### src/rtl/cache_controller.sv
// Control FSM for a write-back, write-allocate cache in front of a fixed-latency memory.
// Ports: cpu_read/cpu_write/hit/dirty_bit in; stall, cache/memory strobes and hit/miss counters out.
module cache_controller #(
  parameter int unsigned MEM_LATENCY = 4,
  parameter int unsigned CNT_W       = 16
) (
  input  logic             clk,
  input  logic             rst_b,
  input  logic             cpu_read,
  input  logic             cpu_write,
  input  logic             hit,
  input  logic             dirty_bit,
  output logic             stall,
  output logic             cache_we,
  output logic             cache_src,
  output logic             mem_in_select,
  output logic             mem_we,
  output logic             mem_re,
  output logic [CNT_W-1:0] hit_count,
  output logic [CNT_W-1:0] miss_count
);

  localparam int unsigned CW = $clog2(MEM_LATENCY + 1);
  localparam logic [CW-1:0] LAST = CW'(MEM_LATENCY - 1);

  typedef enum logic [1:0] {
    IDLE,
    WB,
    ALLOC
  } state_e;

  state_e           state_q, state_d;
  logic [CW-1:0]    cnt_q, cnt_d;
  logic [CNT_W-1:0] hit_q, hit_d;
  logic [CNT_W-1:0] miss_q, miss_d;

  logic req;
  logic store;

  // A simultaneous read and write is treated as a store.
  assign req   = cpu_read | cpu_write;
  assign store = cpu_write;

  always_ff @(posedge clk) begin
    if (rst_b) begin
      state_q <= IDLE;
      cnt_q   <= '0;
      hit_q   <= '0;
      miss_q  <= '0;
    end else begin
      state_q <= state_d;
      cnt_q   <= cnt_d;
      hit_q   <= hit_d;
      miss_q  <= miss_d;
    end
  end

  always_comb begin
    state_d       = state_q;
    cnt_d         = cnt_q;
    hit_d         = hit_q;
    miss_d        = miss_q;
    stall         = 1'b0;
    cache_we      = 1'b0;
    cache_src     = 1'b0;
    mem_in_select = 1'b0;
    mem_we        = 1'b0;
    mem_re        = 1'b0;

    unique case (state_q)
      IDLE: begin
        if (req) begin
          if (hit) begin
            cache_we  = store;
            cache_src = store;
            hit_d     = hit_q + CNT_W'(1);
          end else begin
            stall   = 1'b1;
            miss_d  = miss_q + CNT_W'(1);
            cnt_d   = '0;
            state_d = dirty_bit ? WB : ALLOC;
          end
        end
      end
      WB: begin
        stall         = 1'b1;
        mem_in_select = 1'b1;
        mem_we        = 1'b1;
        if (cnt_q == LAST) begin
          cnt_d   = '0;
          state_d = ALLOC;
        end else begin
          cnt_d = cnt_q + CW'(1);
        end
      end
      ALLOC: begin
        stall  = 1'b1;
        mem_re = 1'b1;
        if (cnt_q == LAST) begin
          // Fill write: memory data, clears the dirty bit.
          cache_we = 1'b1;
          cnt_d    = '0;
          state_d  = IDLE;
        end else begin
          cnt_d = cnt_q + CW'(1);
        end
      end
      default: begin
        cnt_d   = '0;
        state_d = IDLE;
      end
    endcase

    // Outputs are held quiet for the whole reset cycle.
    if (rst_b) begin
      stall         = 1'b0;
      cache_we      = 1'b0;
      cache_src     = 1'b0;
      mem_in_select = 1'b0;
      mem_we        = 1'b0;
      mem_re        = 1'b0;
    end
  end

  assign hit_count  = rst_b ? '0 : hit_q;
  assign miss_count = rst_b ? '0 : miss_q;

endmodule

### config.mk
export PLATFORM = sky130hd
export DESIGN_NAME = cache_controller
export DESIGN_NICKNAME = d
export VERILOG_FILES = /design/src/rtl/cache_controller.sv
export SDC_FILE = /design/constraint.sdc
export NUM_CORES = 1
export LEC_CHECK = 0
export BUFFER_PORTS_ARGS = -buffer_cell sky130_fd_sc_hd__clkbuf_2
export CORE_UTILIZATION = 55
export DETAILED_ROUTE_END_ITERATION = 6
export GPL_TIMING_DRIVEN = 0
export PLACE_DENSITY = 0.81
export SLEW_MARGIN = 10
export SYNTH_ARGS = -nofsm -noshare
export SYNTH_HDL_FRONTEND = slang
export SYNTH_SLANG_ARGS = --single-unit
### constraint.sdc
create_clock -name clk -period 3.6 [get_ports clk]
set_clock_uncertainty 0.05 [all_clocks]
set_input_delay 0.72 -clock clk [delete_from_list [all_inputs] [get_ports clk]]
set_output_delay 0.72 -clock clk [all_outputs]
set_load 0.1 [all_outputs]
# After elaboration in Yosys (flattened, before gate mapping)
# Cells that the tools add are included.
# totals
out_inout_bits	38
ff_bits	37
word_cells	49
in_bits	6
# classes
n_mux	27
n_bitwise	2
addsub	3
n_eq_ne	7
reduce_logical	6
# op_table
op	n
adder 16 x 1 -> 16 bit, second input constant	2
two-way mux 16 bit	2
two-way mux 1 bit	13
two-way mux 2 bit	5
two-way mux 3 bit	3
inequality test 2 bit, second input constant	4
one-hot mux 2 bit (3 select lines)	1
one-hot mux 3 bit (2 select lines)	1
AND reduction 3 bit	2
one-hot mux 1 bit (2 select lines)	2
AND reduction 4 bit	1
adder 3 x 1 -> 3 bit, second input constant	1
== test 3 x 2 -> 1 bit, second input constant	1
== test 2 x 1 -> 1 bit, second input constant	1
== test 2 bit, second input constant	1
logical NOT 2 bit	1
AND reduction 2 bit	1
OR reduction 2 bit	1
inverter 1 bit	1
OR 1 bit	1

# Logic depth before layout (Yosys ltp)
# Gate-level depths: netlist (run 1).
# depth
ltp_word	4
ltp_mapped	7

# Worst setup path before layout (run 1)
# Ideal clock, no wire load.
# synth_timing
kind	input port to output port
from	input hit
to	output stall
arrival_ps	3525
stages	4
required_ps	2830
slack_ps	-695
n_path_buf	1
path_cell_list	o21ba_2 -> buf_2 -> nand2_1 -> a211oi_1
# synth_via
elab_chain_len	4
# synth_lines
element	line	source
from (decl)	11	input logic hit,
two-way mux 1 bit	73	if (hit) begin
two-way mux 1 bit	72	if (req) begin
one-hot mux 1 bit (2 select lines)	70	unique case (state_q)
two-way mux 1 bit	115	if (rst_b) begin
to (decl)	13	output logic stall,
# Every way passes these cells.

# Final worst setup path (run 1)
# layout_timing
from	input rst_b
to	output hit_count[3]
# layout_via
elab_chain_len	1
# layout_lines
element	line	source
from (decl)	8	input logic rst_b,
two-way mux 16 bit	125	assign hit_count = rst_b ? '0 : hit_q;
to (decl)	19	output logic [CNT_W-1:0] hit_count,
# Every way passes these cells.

==> results.yml, run 1 <==
floorplanning:
  die_y_um: 62.41
  design.die.area_sq_mm: 0.003894
  start_util: 0.5875
  num_rows: 21
  io_pins: 44
  core_sq_mm: 0.003416
  die_w_um: 62.41
clock_tree:
  postCtsSetupBuffers: 0
  hold_buffers: 0
  root_buffer: "clkbuf_4"
  clockBufferDepth: 2
  clk_latency_ns: 0.34
  ctsResizeCount: 0
  clock-sinks: 37
  h-tree-depth: 2
  numCtsBuffers: 5
  clk_pin_slew_ns: 0.10
  cts_tree: "yes"
placed_design:
  hpwl_um: 3012
  placed_area_sq_mm: 0.002282
  dp.cells: 330
  place_congestion: 0.8276
  place.port_buffers: 42
global_routing:
  grt_pass1_wl_um: 6948
  track_usage: 0.2273
  grt_pass1_vias: 1568
  grt_overflow: 0
  grt_antenna_before_repair: 0
  grt_max_degree: 11
synth:
  synth-edff-count: 0
  ys_seq_area_frac: 0.3691
  syn_avg_cell_area_sq_um: 8.293
  synthFlopType: "dfxtp_1"
  synthTopCellsByCount: "37 x dfxtp_1, 33 x nor2_1, 30 x nor2b_1"
  yosysMostFrequentCell: "dfxtp_1"
  yosysTopAreaCellShare: 0.3691
  ys.warnings.count: 0
  yosysTopAreaCell: "dfxtp_1"
  netlist_area_sq_mm: 0.002007
  ys_seq_elements: 37
  syn-instance-count: 242
  ys_types: 38
  async_flop_share: 0
  synth_area_leaders: "dfxtp_1 37%, nor2b_1 9.4%, nor2_1 6.2%, ha_1 5.0%, mux2_2 3.9%"
  syn_nets: 256
detailed_routing:
  ant_nets: 0
  avgViaCountPerCell: 5.240
  wl_per_cell_um: 12.00
  wirelength_um: 4043
  vias: 1766
  drc_errors: 0
  drtIter0Drc: 81
  drtPass1Iterations: 4
sta:
  hold_viol: 0
  setup_tns_ns: 0
  rsz0062_at_grt: "no"
  max_slew_margin: 0.6318
  setup_violations: 0
  max_freq_ghz: 0.3046
  finalMaxSlewViolations: 0
  whs_ns: 0.4509
  fin_crit_sh: 0.9121
  worst_pin_slew_ns: 0.5523
  min_period_ns: 3.283
final_layout:
  diodes: 0
  stdcell_count: 337
  drive_gt1_frac: 0.2131
  num-nets-final: 305
  final_cell_area_sq_mm: 0.002337
  fill_cells: 305
  synthToLayoutAreaGrowth_pct: 16.46
critical_path:
  crit_path_end_kind: "output port"
  regToRegSetupSlack_ns: 1.30
  critical-path-max-stage-delay_ns: 0.48
  r2r_end: "hit_q[14]"
  start_kind: "primary input"
  crit_slowest_cell: "clkbuf_1"
  worstReg2RegStart: "state_q[0]"
  arrival_ns: 2.51
  path_cells: "clkbuf_1 -> clkbuf_1 -> clkbuf_1 -> nor2_1 -> clkbuf_2"
  required_ns: 2.83
  worstSetupPathType: "in -> out"
  worst_path_most_repeated_cell: "clkbuf_1"
  worstPathMaxFanout: 10
  rr_worst_depth: 7
power:
  combPwrFrac: 0.290
  switching_power_w: 0.0003472
  total_power_w: 0.0009377
  power_density_mw_per_mm2: 401.2
  vdd_drop_max_uv: 210.4
  intPower_w: 0.0005905
  power_switching_share: 0.3703
  power.static_leakage_nw: 0.9916
  p_seq_frac: 0.473
  clkPwrFrac: 0.236
status:
  status: "complete, no violations"
min_path:
  hold_class: "reg -> reg"
  holdPathStages: 2
  hold_end: "hit_q[1]"
  min_from: "hit_q[1]"
run:
  maxCapViolCount: 0
==> metal layers <==
layer  global-route usage  part of all wire  routed length (um)
met1               0.2842              0.49                1977
met2               0.3709              0.44                1787
met3              0.06204             0.056                 225
met5                    0                 0                   0
met4              0.08721             0.013                  53
==> cells by family after synthesis <==
logic type / synth area share
compound gates: 0.08043
xor+xnor: 0.06983
fa+ha+maj: 0.04988
buf+inv: 0.04239
flops: 0.3691
mux: 0.05549
simple gates: 0.3329
==> worst max-delay path, delay by kind of cell <==
| family | cells | cell delay, ns |
|---|---|---|
| simple gates | 1 | 0.09 |
| buf+inv | 4 | 1.69 |
==> power by group through the flow <==
stage	Combinational [W]	Sequential (W)	Clock [W]
2_1_floorplan	0.000227	0.000448	0
3_3_place_gp	0.000270	0.000453	0
3_5_place_dp	0.000272	0.000453	0
4_1_cts	0.000272	0.000444	0.000228
5_1_grt	0.000299	0.000446	0.000250
6_report	0.000272	0.000444	0.000222
==> area by class of cell <==
cell class	instances	area, sq um	area share
flip-flops and latches	37	740.7	0.3169
clock buffers	7	55.05	0.02355
inverters	9	33.78	0.01445
plain buffers	12	51.30	0.02195
well taps	46	57.56	0.02463
repair buffers	42	210.2	0.08994
multi-input cells	184	1189	0.5086
==> per-stage QoR <==
stage / util / setup WS (ns)
finish: 0.6842 / 0.3165
global placement: 0.6681 / 0.3646
CTS: 0.6842 / 0.3182
global route: 0.6842 / 0.1477
detailed placement: 0.6681 / 0.3078
floorplan: - / 0.07661
==> worst max-delay path by stage <==
stage / from / end / slack [ns] / depth (start not counted)
after CTS: rst_b / hit_count[3] / 0.32 / 5
after global routing: state_q[0] / stall / 0.15 / 6
after floorplan: state_q[0] / cache_we / 0.08 / 5
after detailed placement: rst_b / hit_count[3] / 0.31 / 5
final: rst_b / hit_count[3] / 0.32 / 5
after global placement: rst_b / hit_count[4] / 0.36 / 5
==> flip-flops by register name (all words and copies together) (netlist names) <==
register	flops
hit_q	16
state_q	2
cnt_q	3
miss_q	16
==> layout by cell type, fill, tap and decap left out, types with 8 or more instances in the layout <==
cell / count
nand3_1: 14
xnor2_1: 8
inv_1: 9
ha_1: 8
clkbuf_1: 9
clkbuf_2: 42
nand2_1: 13
a21oi_1: 9
xor2_1: 8
dfxtp_1: 37
nor2b_1: 29
nor2_1: 33
Power figures use the tool's default switching activity.
==> run 2: changes to the inputs <==
- ABC_AREA: default -> 1
- PLACE_DENSITY: 0.81 -> 0.8
==> run 2 against run 1 <==
Setup slack better by 0.29 ns. Clock power is 27% higher. Final cell count is 36% higher. First-iteration DRC count is 99% higher. Combinational power is 8.1% higher. Largest cell class unchanged. Critical path type is now reg -> out.
==> results.yml, run 2 <==
status:
  status: "complete, no violations"
final_layout:
  num-nets-final: 424
  synthToLayoutAreaGrowth_pct: 16.78
  layout_commonest_cell: "nor2_1"
  fill_cells: 350
  utilization: 0.6838
  largestRegisters: "hit_q x16, miss_q x16, cnt_q x3"
  final_cell_area_sq_mm: 0.002560
  final_cell_mix: "78 x nor2_1, 68 x inv_1, 66 x nand2_1"
  stdcell_count: 459
  drive_gt1_frac: 0.1679
  diodes: 0
global_routing:
  grt_pass1_vias: 1945
  grt_overflow: 0
  grt_antenna_before_repair: 0
  grt_pass1_wl_um: 8418
  track_usage: 0.2553
  grt_max_degree: 12
placed_design:
  place.port_buffers: 42
  dp.cells: 451
  place_congestion: 0.8613
  dp_slack_ns: 0.7656
  hpwl_um: 3736
  placed_area_sq_mm: 0.002477
clock_tree:
  clk_latency_ns: 0.29
  h-tree-depth: 2
  ctsResizeCount: 0
  clk_pin_slew_ns: 0.07
  numCtsBuffers: 5
  root_buffer: "clkbuf_8"
  clock-sinks: 37
  clockBufferDepth: 2
  cts_tree: "yes"
  hold_buffers: 0
  postCtsSetupBuffers: 0
synth:
  synth-edff-count: 0
  yosysTopAreaCell: "dfxtp_1"
  syn-instance-count: 361
  synth_area_leaders: "dfxtp_1 34%, nor2_1 14%, inv_1 12%, nand2_1 11%, o21ai_0 5.0%"
  synth_compound_area_frac: 0.09532
  synthXorXnorAreaFrac: 0.003995
  ys.warnings.count: 0
  ys_seq_area_frac: 0.3379
  synth_top_family_by_area: "simple AND/OR/NAND/NOR gates"
  ys_types: 24
  netlist_area_sq_mm: 0.002192
  muxShareOfSynthArea: 0
  yosysMostFrequentCell: "nor2_1"
  yosys.area_share.adder: 0.04566
  async_flop_share: 0
  yosysTopAreaCellShare: 0.3379
  yosys.area_share.simple: 0.3773
  synthFlopType: "dfxtp_1"
  syn_avg_cell_area_sq_um: 6.072
  synthTopCellsByCount: "80 x nor2_1, 68 x inv_1, 66 x nand2_1"
  syn_nets: 375
  ys_seq_elements: 37
sta:
  rsz0062_at_grt: "no"
  finalMaxSlewViolations: 0
  fin_ws_ns: 0.6049
  max_freq_ghz: 0.3339
  min_period_ns: 2.995
  max_slew_margin: 0.6214
  worst_pin_slew_ns: 0.5678
  setup_violations: 0
  whs_ns: 0.4100
  fin_crit_sh: 0.8320
  hold_viol: 0
detailed_routing:
  wl_met3_um: 307
  avgViaCountPerCell: 4.922
  dr_wl_met2_um: 2135
  ant_nets: 0
  drc_errors: 0
  drtIter0Drc: 161
  drtPass1Iterations: 6
  met1Wirelength_um: 2463
  dr.max_layer_used: "met4"
  wirelength_um: 4931
  wl_per_cell_um: 10.74
  vias: 2259
critical_path:
  r2r_end: "hit_q[11]"
  arrival_ns: 2.23
  crit_slowest_cell: "clkbuf_2"
  cp_top_family: "buffers and inverters"
  crit_buf_inv: 3
  crit_start: "state_q[0]"
  crit_end: "stall"
  worstReg2RegStart: "state_q[0]"
  worst-path-stages: 6
  rr_worst_depth: 9
  worstPathMaxFanout: 10
  crit_path_end_kind: "output port"
  required_ns: 2.83
  worstSetupPathType: "reg -> out"
  path_cells: "inv_1 -> ha_1 -> nand3_2 -> buf_2 -> a211oi_2 -> clkbuf_2"
  start_kind: "flip-flop"
  regToRegSetupSlack_ns: 1.76
  critical-path-max-stage-delay_ns: 0.49
power:
  power_density_mw_per_mm2: 401.1
  vdd_drop_max_uv: 443.5
  intPower_w: 0.0006326
  combPwrFrac: 0.287
  p_seq_frac: 0.437
  power.static_leakage_nw: 1.183
  switching_power_w: 0.0003941
  clkPwrFrac: 0.276
  power_switching_share: 0.3838
run:
  maxCapViolCount: 0
floorplanning:
  core_sq_mm: 0.003744
  design.die.area_sq_mm: 0.004242
  num_rows: 22
  die_y_um: 65.13
  start_util: 0.5856
  die_w_um: 65.13
  io_pins: 44
min_path:
  min_from: "cnt_q[2]"
  holdPathStages: 2
  hold_class: "reg -> reg"
run 2: cells by family after synthesis:
| kind of cell | Yosys count |
|---|---|
| flip-flops | 37 |
| AO/OA/AOI/OAI | 41 |
| AND/OR/NAND/NOR | 195 |
| XOR/XNOR | 1 |
| adder cells (fa/ha/maj) | 8 |
| buffers and inverters | 79 |
run 2: area by class of cell:
type | count | area (sq um) | share of cell area
buffer | 9 | 43.79 | 0.01711
clock buffer | 6 | 72.57 | 0.02835
clock inverter | 2 | 10.01 | 0.003910
inverter | 70 | 262.8 | 0.1026
multi-input combinational | 245 | 1160 | 0.4531
sequential | 37 | 740.7 | 0.2893
tap | 48 | 60.06 | 0.02346
timing repair buffer | 42 | 210.2 | 0.08211
run 2: power groups by stage:
stage / Sequential (W) / Combinational, W / Clock [W]
finish: 0.000449 / 0.000294 / 0.000283
global route: 0.000452 / 0.000321 / 0.000299
CTS: 0.000448 / 0.000294 / 0.000283
detailed placement: 0.000458 / 0.000291 / 0
global placement: 0.000456 / 0.000287 / 0
floorplan: 0.000453 / 0.000243 / 0
run 2: worst min-delay path, cell delays in order, from the launching register on:
cell and delay (ns):
dfxtp_1 0.32, nand3_1 0.07, inv_1 0.03
run 2: worst min path at each step:
stage | to | slack, ns
after floorplan | cnt_q[2] | 0.38
after global placement | cnt_q[2] | 0.39
after detailed placement | cnt_q[2] | 0.39
after CTS | cnt_q[2] | 0.41
after global routing | cnt_q[2] | 0.41
final | cnt_q[2] | 0.41
run 2: routing by layer:
layer  vias to the layer above  track usage
met4                         0      0.08696
met1                       978       0.3532
met2                        73       0.3984
li1                       1204            -
met5                         -            0
met3                         4      0.04688
run 2: through the flow:
| stage | power (W) | setup TNS (ns) |
|---|---|---|
| finish | 0.001027 | 0 |
| global route | 0.001072 | 0 |
| CTS | 0.001026 | 0 |
| detailed placement | 0.0007488 | 0 |
| global placement | 0.0007435 | 0 |
| floorplan | 0.0006963 | -0.4483 |
